`src/rtl/fpdiv_iter_if.sv`:
```
// Operand/result handshake bundle for the iterative half-precision divider.
// The slave side is the divider, the master side is the requester.
interface fpdiv_iter_if;
  logic [15:0] A;
  logic [15:0] B;
  logic        in_valid;
  logic        in_ready;
  logic [15:0] Quotient;
  logic        out_valid;
  logic        out_ready;
  logic        overflow;
  logic        underflow;
  logic        div_by_zero;

  modport slave (
    input  A, B, in_valid, out_ready,
    output in_ready, Quotient, out_valid,
    output overflow, underflow, div_by_zero
  );

  modport master (
    output A, B, in_valid, out_ready,
    input  in_ready, Quotient, out_valid,
    input  overflow, underflow, div_by_zero
  );
endinterface

```
`src/rtl/fpdiv_iter.sv`:
```
// Half-precision divider: 12-step restoring division, then normalise.
// Fixed latency for every operand pair, including zero operands.
module fpdiv_iter (
  input  logic clk,
  input  logic rst,
  fpdiv_iter_if.slave bus
);
  typedef enum logic [1:0] {
    IDLE, DIV, NORM, DONE
  } state_e;

  state_e      state_q, state_d;
  logic [15:0] a_q, a_d;
  logic [15:0] b_q, b_d;
  logic [3:0]  cnt_q, cnt_d;
  logic [11:0] r_q, r_d;
  logic [11:0] q_q, q_d;
  logic [15:0] quo_q, quo_d;
  logic        ovf_q, ovf_d;
  logic        unf_q, unf_d;
  logic        dbz_q, dbz_d;

  logic [11:0]       mb;
  logic [11:0]       diff;
  logic              az;
  logic              bz;
  logic              sgn;
  logic signed [6:0] e;
  logic [9:0]        mant;

  assign mb   = {2'b01, b_q[9:0]};
  assign diff = r_q - mb;
  assign az   = (a_q[14:10] == 5'd0);
  assign bz   = (b_q[14:10] == 5'd0);
  assign sgn  = a_q[15] ^ b_q[15];
  assign e    = $signed({2'b00, a_q[14:10]})
              - $signed({2'b00, b_q[14:10]})
              + 7'sd15
              - (q_q[11] ? 7'sd0 : 7'sd1);
  assign mant = q_q[11] ? q_q[10:1] : q_q[9:0];

  assign bus.in_ready    = (state_q == IDLE);
  assign bus.out_valid   = (state_q == DONE);
  assign bus.Quotient    = quo_q;
  assign bus.overflow    = ovf_q;
  assign bus.underflow   = unf_q;
  assign bus.div_by_zero = dbz_q;

  always_ff @(posedge clk) begin
    if (rst) begin
      state_q <= IDLE;
      a_q     <= '0;
      b_q     <= '0;
      cnt_q   <= '0;
      r_q     <= '0;
      q_q     <= '0;
      quo_q   <= '0;
      ovf_q   <= 1'b0;
      unf_q   <= 1'b0;
      dbz_q   <= 1'b0;
    end else begin
      state_q <= state_d;
      a_q     <= a_d;
      b_q     <= b_d;
      cnt_q   <= cnt_d;
      r_q     <= r_d;
      q_q     <= q_d;
      quo_q   <= quo_d;
      ovf_q   <= ovf_d;
      unf_q   <= unf_d;
      dbz_q   <= dbz_d;
    end
  end

  always_comb begin
    state_d = state_q;
    a_d     = a_q;
    b_d     = b_q;
    cnt_d   = cnt_q;
    r_d     = r_q;
    q_d     = q_q;
    quo_d   = quo_q;
    ovf_d   = ovf_q;
    unf_d   = unf_q;
    dbz_d   = dbz_q;
    unique case (state_q)
      IDLE: begin
        if (bus.in_valid) begin
          a_d     = bus.A;
          b_d     = bus.B;
          cnt_d   = 4'd0;
          r_d     = {2'b01, bus.A[9:0]};
          q_d     = '0;
          state_d = DIV;
        end
      end
      DIV: begin
        if (r_q >= mb) begin
          q_d = {q_q[10:0], 1'b1};
          r_d = diff << 1;
        end else begin
          q_d = {q_q[10:0], 1'b0};
          r_d = r_q << 1;
        end
        cnt_d = cnt_q + 4'd1;
        if (cnt_q == 4'd11) state_d = NORM;
      end
      NORM: begin
        ovf_d   = 1'b0;
        unf_d   = 1'b0;
        dbz_d   = 1'b0;
        state_d = DONE;
        // zero-operand cases override the arithmetic result
        unique case (1'b1)
          az && bz: begin
            quo_d = 16'h7E00;
            dbz_d = 1'b1;
          end
          !az && bz: begin
            quo_d = {sgn, 5'h1F, 10'h000};
            dbz_d = 1'b1;
          end
          az && !bz: begin
            quo_d = {sgn, 15'h0000};
          end
          !az && !bz && (e >= 7'sd31): begin
            quo_d = {sgn, 5'h1F, 10'h000};
            ovf_d = 1'b1;
          end
          !az && !bz && (e <= 7'sd0): begin
            quo_d = {sgn, 15'h0000};
            unf_d = 1'b1;
          end
          !az && !bz && (e > 7'sd0) && (e < 7'sd31): begin
            quo_d = {sgn, e[4:0], mant};
          end
        endcase
      end
      DONE: begin
        if (bus.out_ready) state_d = IDLE;
      end
    endcase
  end
endmodule

```
`src/flat_wrapper.sv`:
```
// flat-port wrapper written by rule: the top's interface ports become plain ports
module fpdiv_iter_flat 
  (clk, rst, bus_A, bus_B, bus_in_valid, bus_out_ready, bus_in_ready, bus_Quotient, bus_out_valid, bus_overflow, bus_underflow, bus_div_by_zero);
  fpdiv_iter_if bus_i ();
  input  logic clk;
  input  logic rst;
  input wire logic [$bits(bus_i.A)-1:0] bus_A;
  input wire logic [$bits(bus_i.B)-1:0] bus_B;
  input wire logic [$bits(bus_i.in_valid)-1:0] bus_in_valid;
  input wire logic [$bits(bus_i.out_ready)-1:0] bus_out_ready;
  output wire logic [$bits(bus_i.in_ready)-1:0] bus_in_ready;
  output wire logic [$bits(bus_i.Quotient)-1:0] bus_Quotient;
  output wire logic [$bits(bus_i.out_valid)-1:0] bus_out_valid;
  output wire logic [$bits(bus_i.overflow)-1:0] bus_overflow;
  output wire logic [$bits(bus_i.underflow)-1:0] bus_underflow;
  output wire logic [$bits(bus_i.div_by_zero)-1:0] bus_div_by_zero;
  assign bus_i.A = bus_A;
  assign bus_i.B = bus_B;
  assign bus_i.in_valid = bus_in_valid;
  assign bus_i.out_ready = bus_out_ready;
  assign bus_in_ready = bus_i.in_ready;
  assign bus_Quotient = bus_i.Quotient;
  assign bus_out_valid = bus_i.out_valid;
  assign bus_overflow = bus_i.overflow;
  assign bus_underflow = bus_i.underflow;
  assign bus_div_by_zero = bus_i.div_by_zero;
  fpdiv_iter u_core (.clk(clk), .rst(rst), .bus(bus_i));
endmodule
```
`config.mk`:
```
export PLATFORM = sky130hd
export DESIGN_NAME = fpdiv_iter_flat
export DESIGN_NICKNAME = d
export VERILOG_FILES = /design/src/rtl/fpdiv_iter_if.sv /design/src/rtl/fpdiv_iter.sv /design/src/flat_wrapper.sv
export SDC_FILE = /design/constraint.sdc
export NUM_CORES = 1
export LEC_CHECK = 0
export BUFFER_PORTS_ARGS = -buffer_cell sky130_fd_sc_hd__buf_2
export CAP_MARGIN = 30
export CORE_MARGIN = 4
export CORE_UTILIZATION = 44
export CTS_BUF_LIST = sky130_fd_sc_hd__clkbuf_2
export DETAILED_ROUTE_END_ITERATION = 7
export GPL_TIMING_DRIVEN = 0
export PLACE_DENSITY = 0.72
export REMOVE_ABC_BUFFERS = 1
export SKIP_LAST_GASP = 1
export SYNTH_ARGS = -nofsm -noshare
export SYNTH_HDL_FRONTEND = slang
export SYNTH_SLANG_ARGS = --single-unit
export TNS_END_PERCENT = 50
```
`constraint.sdc`:
```
create_clock -name clk -period 5.96 [get_ports clk]
set_input_delay 0.596 -clock clk [delete_from_list [all_inputs] [get_ports clk]]
set_output_delay 0.596 -clock clk [all_outputs]
set_load 0.005 [all_outputs]
```
Word-level counts from Yosys, hierarchy flattened
Cells that the tools add are included.

Memories kept: 0. Bits in read-only memories: 0. Logic and storage cells: 66. Bits in latches: 0. Input bits: 36. Memory bits (writable): 0. Output and inout bits: 21. Flip-flop bits (word level): 81.

Magnitude comparators: 5. Multiply operators: 0. Bitwise operators: 1. Mux-type cells: 18. Add/sub/neg operators: 5. Shifts and indexed selects: 0. Equal/unequal tests: 7. Reduce and logical (&&, ||, !) cells: 20. Div/mod/pow operators: 0.

Operators by type and width (number): 16-bit case mux with 4 select lines (1); 12-bit case mux with 2 select lines (2); 12-bit two-way mux (3); 12-bit by 11-bit >= comparator with 1-bit output (1); 11-bit subtractor (1); 5-bit zero test (2); 10-bit two-way mux (1); 1-bit logical AND (8); 2-bit case mux with 4 select lines (1); 4-bit case mux with 2 select lines (1); 7-bit by 5-bit adder with 7-bit output (second input constant) (1); 7-bit by 6-bit >= comparator with 1-bit output (second input constant) (1); 7-bit by 1-bit greater-than comparator with 1-bit output (second input constant) (1); 7-bit by 1-bit <= comparator with 1-bit output (second input constant) (1); 7-bit by 6-bit less-than comparator with 1-bit output (second input constant) (1); 7-bit subtractor (1); 2-bit two-way mux (3); 2-bit OR reduction (3); 5-bit by 5-bit subtractor with 6-bit output (1); 1-bit two-way mux (5); 4-bit by 1-bit adder with 4-bit output (second input constant) (1); 2-bit == test (second input constant) (2); 4-bit == test (second input constant) (1); 4-bit two-way mux (1); other kinds (9) (12).

Logic depth before layout (Yosys ltp)
Depth after elaboration: 7. Depth in mapped cells: 17. Depth with buffers taken out: 16.

Worst setup path after synthesis
OpenSTA, ideal clock, no wires.

Path type: register to register. Start point: register u_core.a_q[10]. End point: register u_core.quo_q[10] (netlist: u_core.bus.Quotient[10]). Library setup time: 140 ps. Arrival time: 3264 ps. Stages on the path, launching flop included: 18. Required time: 5820 ps. Slack: 2556 ps. Path buffers: 1. Clock period less this slack: 3404 ps. Cells stage by stage: dfxtp_1 inv_1 ha_1 inv_1 fa_1 and2_1 o21a_1 nor2_1 xnor2_1 ha_1 clkbuf_1 nand2b_1 nor4_1 a211oi_1 o211ai_1 a22o_1 a311oi_2 a211oi_1.

Word-level cells in the longest chain between the ends: 7. Elaborated cells on any way between the ends: 20. Those cells by class: add/sub (3); order compare (4); mux (1); reduce/logical (12).

Ends and longest elaborated chain: start, declared (line fpdiv_iter.sv:13) `logic [15:0] a_q, a_d;`; start signal, assigned (line fpdiv_iter.sv:52) `a_q <= '0;`; start signal, assigned (line fpdiv_iter.sv:63) `a_q <= a_d;`; 5-bit by 5-bit subtractor with 6-bit output (line fpdiv_iter.sv:37) `- $signed({2'b00, b_q[14:10]})`; 7-bit by 5-bit adder with 7-bit output (line fpdiv_iter.sv:38) `+ 7'sd15`; 7-bit subtractor (line fpdiv_iter.sv:39) `- (q_q[11] ? 7'sd0 : 7'sd1);`; 7-bit by 1-bit <= comparator with 1-bit output (tied with other cells) (line fpdiv_iter.sv:130) `!az && !bz && (e <= 7'sd0): begin`; 1-bit logical AND (on tied branches) (line fpdiv_iter.sv:130, fpdiv_iter.sv:126, fpdiv_iter.sv:134); 2-bit OR reduction (no source line) / 1-bit logical AND (equally long branches); 16-bit case mux with 4 select lines (*) (line fpdiv_iter.sv:114) `unique case (1'b1)`; end signal, assigned (line fpdiv_iter.sv:68) `quo_q <= quo_d;`; end, declared (line fpdiv_iter.sv:18) `logic [15:0] quo_q, quo_d;`.

Every way passes the cells marked *; elsewhere a longest branch is shown, timed or not. A chain may end at the register's enable or synchronous reset.

Final worst setup path
Start point: register u_core.b_q[10]. End point: register u_core.quo_q[0] (netlist: u_core.bus.Quotient[0]).

Word-level cells in the longest chain between the ends: 7. Elaborated cells on any way between the ends: 20. Those cells by class: add/sub (3); order compare (4); mux (1); reduce/logical (12).

Ends and longest elaborated chain: start, declared (line fpdiv_iter.sv:14) `logic [15:0] b_q, b_d;`; start signal, assigned (line fpdiv_iter.sv:53) `b_q <= '0;`; start signal, assigned (line fpdiv_iter.sv:64) `b_q <= b_d;`; 5-bit by 5-bit subtractor with 6-bit output (line fpdiv_iter.sv:37); 7-bit by 5-bit adder with 7-bit output (line fpdiv_iter.sv:38); 7-bit subtractor (line fpdiv_iter.sv:39); 7-bit by 1-bit <= comparator with 1-bit output (tied with other cells) (line fpdiv_iter.sv:130); 1-bit logical AND (on tied branches) (line fpdiv_iter.sv:130, fpdiv_iter.sv:126, fpdiv_iter.sv:134); 2-bit OR reduction (no source line) / 1-bit logical AND (equally long branches); 16-bit case mux with 4 select lines (*) (line fpdiv_iter.sv:114).

Marks and branches as above.

==> results.cfg <==
[floorplan]
fp-row-count = 35
start_util = 0.450
dieArea_um2 = 11000
ios = 57
die_w_um = 105
die_h_um = 105
core_um2 = 9200

[clock_tree]
cts_tree = yes
ctsResizeCount = 0
clkLatencyLatePin_ps = 530
path_clk_slew_ps = 210
numCtsBuffers = 9
cts.sinks = 71
ctsHoldBuffers = 0
cts-root-buf = clkbuf_2
htree_levels = 3
postCtsSetupRepairBufs = 0
clock_path_buffers = 2

[setup_path]
critPathRequiredTime_ps = 6420
critPathSlowestCell = xor2_1
path_max_fanout = 16
slowest_delay_ps = 710
end_kind = flip-flop
crit_chain = ha_1 > inv_1 > fa_1 > xor2_1 > nand2_1 > nand2_1 > ha_1 > a31o_1 > a31oi_1 > nand2b_1 > o21ai_1 > nand4_2 > o21ai_0
worst-setup-path-type = reg -> reg
startpoint_type = flip-flop
cp.arrival_ps = 4620

[place]
dp_slack_ps = 1880
portBuffers = 56
gp_congestion = 0.834
post-place-cells = 673
dpl.hpwl_um = 7130
place_area_um2 = 4520

[sta]
report.final.slew_viol_count = 0
fmax_mhz = 240
layout_setup_ws_ps = 1800
clock-skew-final_ps = 31.8
maxSlewHeadroom = 0.431
tns_ps = 0
tightest_slew_ps = 854
rsz0062_at_grt = false
hold_viol = 0
setup_viol = 0
layout_min_cycle_time_ps = 4160
fin_crit_sh = 0.698

[routing]
drt_iter0_drc = 230
met1_length_um = 4530
dr_total_vias = 3780
viasPerCell = 5.49
wl_um = 9560
top_layer_used = met4
wl_per_cell_um = 13.9
ant_nets = 0
drc = 0
wl_met3_um = 537
met2_length_um = 4410
firstDrtPassIters = 5

[synthesis]
ys_seq_area_frac = 0.343
yosysTopAreaCell = dfxtp_1
synth_area_um2 = 4140
ys_seq_elements = 71
syn_inst = 531
synth_top_area_share = 0.343
synthDistinctLibCells = 56
synth-edff-count = 0
synthMostInstantiatedCell = nand2_1
yosys_warnings = 0
postSynthAreaPerCell_um2 = 7.79
ys_async_sr_fraction = 0
ys_top_cells_by_area = dfxtp_1 (34%), nand2_1 (7.4%), ha_1 (7.3%)
synth_ff_type = dfxtp_1
ys_top_cells_by_count = nand2_1 (82), dfxtp_1 (71), nor2_1 (51)

[global_routing]
grt_usage = 0.180
grt_pass1_wl_um = 16600
overflow = 0
grt_pass1_vias = 3512
antenna_found_initial = 0
grt_max_degree = 40

[final_layout]
diodes = 0
final_cells = 689
multi_input_area_um2 = 2480
fin_area_um2 = 4680
drive_above_1_share = 0.147
final_nets = 635
regArea_um2 = 1420
num-fill-cells = 929
area_growth_syn_to_layout_pct = 13.1

[pwr]
power.leakage_nw = 1.90
pwr_density_cell_nw_per_um2 = 548
worst_ir_drop_vdd_mv = 0.299

[flow_run]
maxCapViolations = 0

[outcome]
status = complete, no violations

[min_path]
min_path_type = in -> reg
==> per-layer routing <==
metal | up-vias | global-route usage
li1 | 1952 | -
met1 | 1707 | 0.249
met2 | 111 | 0.277
met3 | 10 | 0.0463
met4 | 0 | 0.0478
met5 | - | 0
==> final cells by class <==
cell class,instances,area share
flip-flops and latches,71,0.304
well taps,111,0.0297
repair buffers,60,0.0748
inverters,34,0.0273
clock inverters,7,0.0259
multi-input cells,397,0.529
clock buffers,9,0.00962
==> stage by stage <==
step / power, mW / util / hold slack, ps
after CTS: 2.56 / 0.509 / 248
after detailed placement: 2.19 / 0.491 / 438
after global placement: 2.09 / 0.483 / 430
after global routing: 2.80 / 0.509 / 237
final: 2.57 / 0.509 / 281
after floorplan: 1.81 / - / 430
==> cell usage in the layout (no fill, tap or decap), types with 6 or more instances in the layout <==
cell type  netlist  final
dfxtp_1         71     71
a211oi_1        11     11
o21ai_0         26     26
a31oi_1          6      6
nor2b_1          6      6
nand3_1         15     15
nor2_1          51     51
mux2i_1         17     17
clkbuf_2         0      9
buf_2            3     56
xnor2_1          9      9
nand2b_1         6      6
a21o_1           6      6
a21oi_1         44     44
nor3_1           8      8
inv_1           33     33
nand2_1         82     82
nand4_1         11     11
a22oi_1         15     15
ha_1            24     24
==> registers in the layout, summed over array words and instances, names as in the netlist <==
name,count
u_core.a_q,6
u_core.b_q,16
u_core.bus.Quotient,16
u_core.bus.div_by_zero,1
u_core.bus.overflow,1
u_core.bus.underflow,1
u_core.cnt_q,4
u_core.q_q,12
u_core.r_q,12
u_core.state_q,2
==> critical path: cells and delay by family (launching register included) <==
family / cells / cell delay, ps
simple gates: 4 / 780
xor+xnor: 1 / 710
buf+inv: 1 / 70
flops: 1 / 410
compound gates: 4 / 990
fa+ha+maj: 3 / 1160
==> logic make-up (layout without fill, tap and decap cells) <==
logic type | Yosys count | in the layout | synth area share
buf+inv | 63 | 110 | 0.0589
simple gates | 198 | 198 | 0.216
compound gates | 138 | 138 | 0.213
flops | 71 | 71 | 0.343
mux | 19 | 19 | 0.0493
xor+xnor | 16 | 16 | 0.0375
fa+ha+maj | 26 | 26 | 0.0822
==> worst paths after layout <==
check | depth (start not counted) | slack [ps] | start | to
max | 13 | 1800 | u_core.b_q[10] | u_core.bus.Quotient[0]
min | 3 | 280 | bus_B[3] | u_core.b_q[3]
max reg2reg | 13 | 1800 | u_core.b_q[10] | u_core.bus.Quotient[0]
min reg2reg | 2 | 470 | u_core.b_q[13] | u_core.b_q[13]
==> where the power goes <==
group	total, mW	internal [mW]	switching (mW)
combinational	1.57	0.640	0.930
sequential	0.631	0.565	0.0658
clock	0.365	0.181	0.184
No activity file was read; power rests on OpenSTA's default activity.
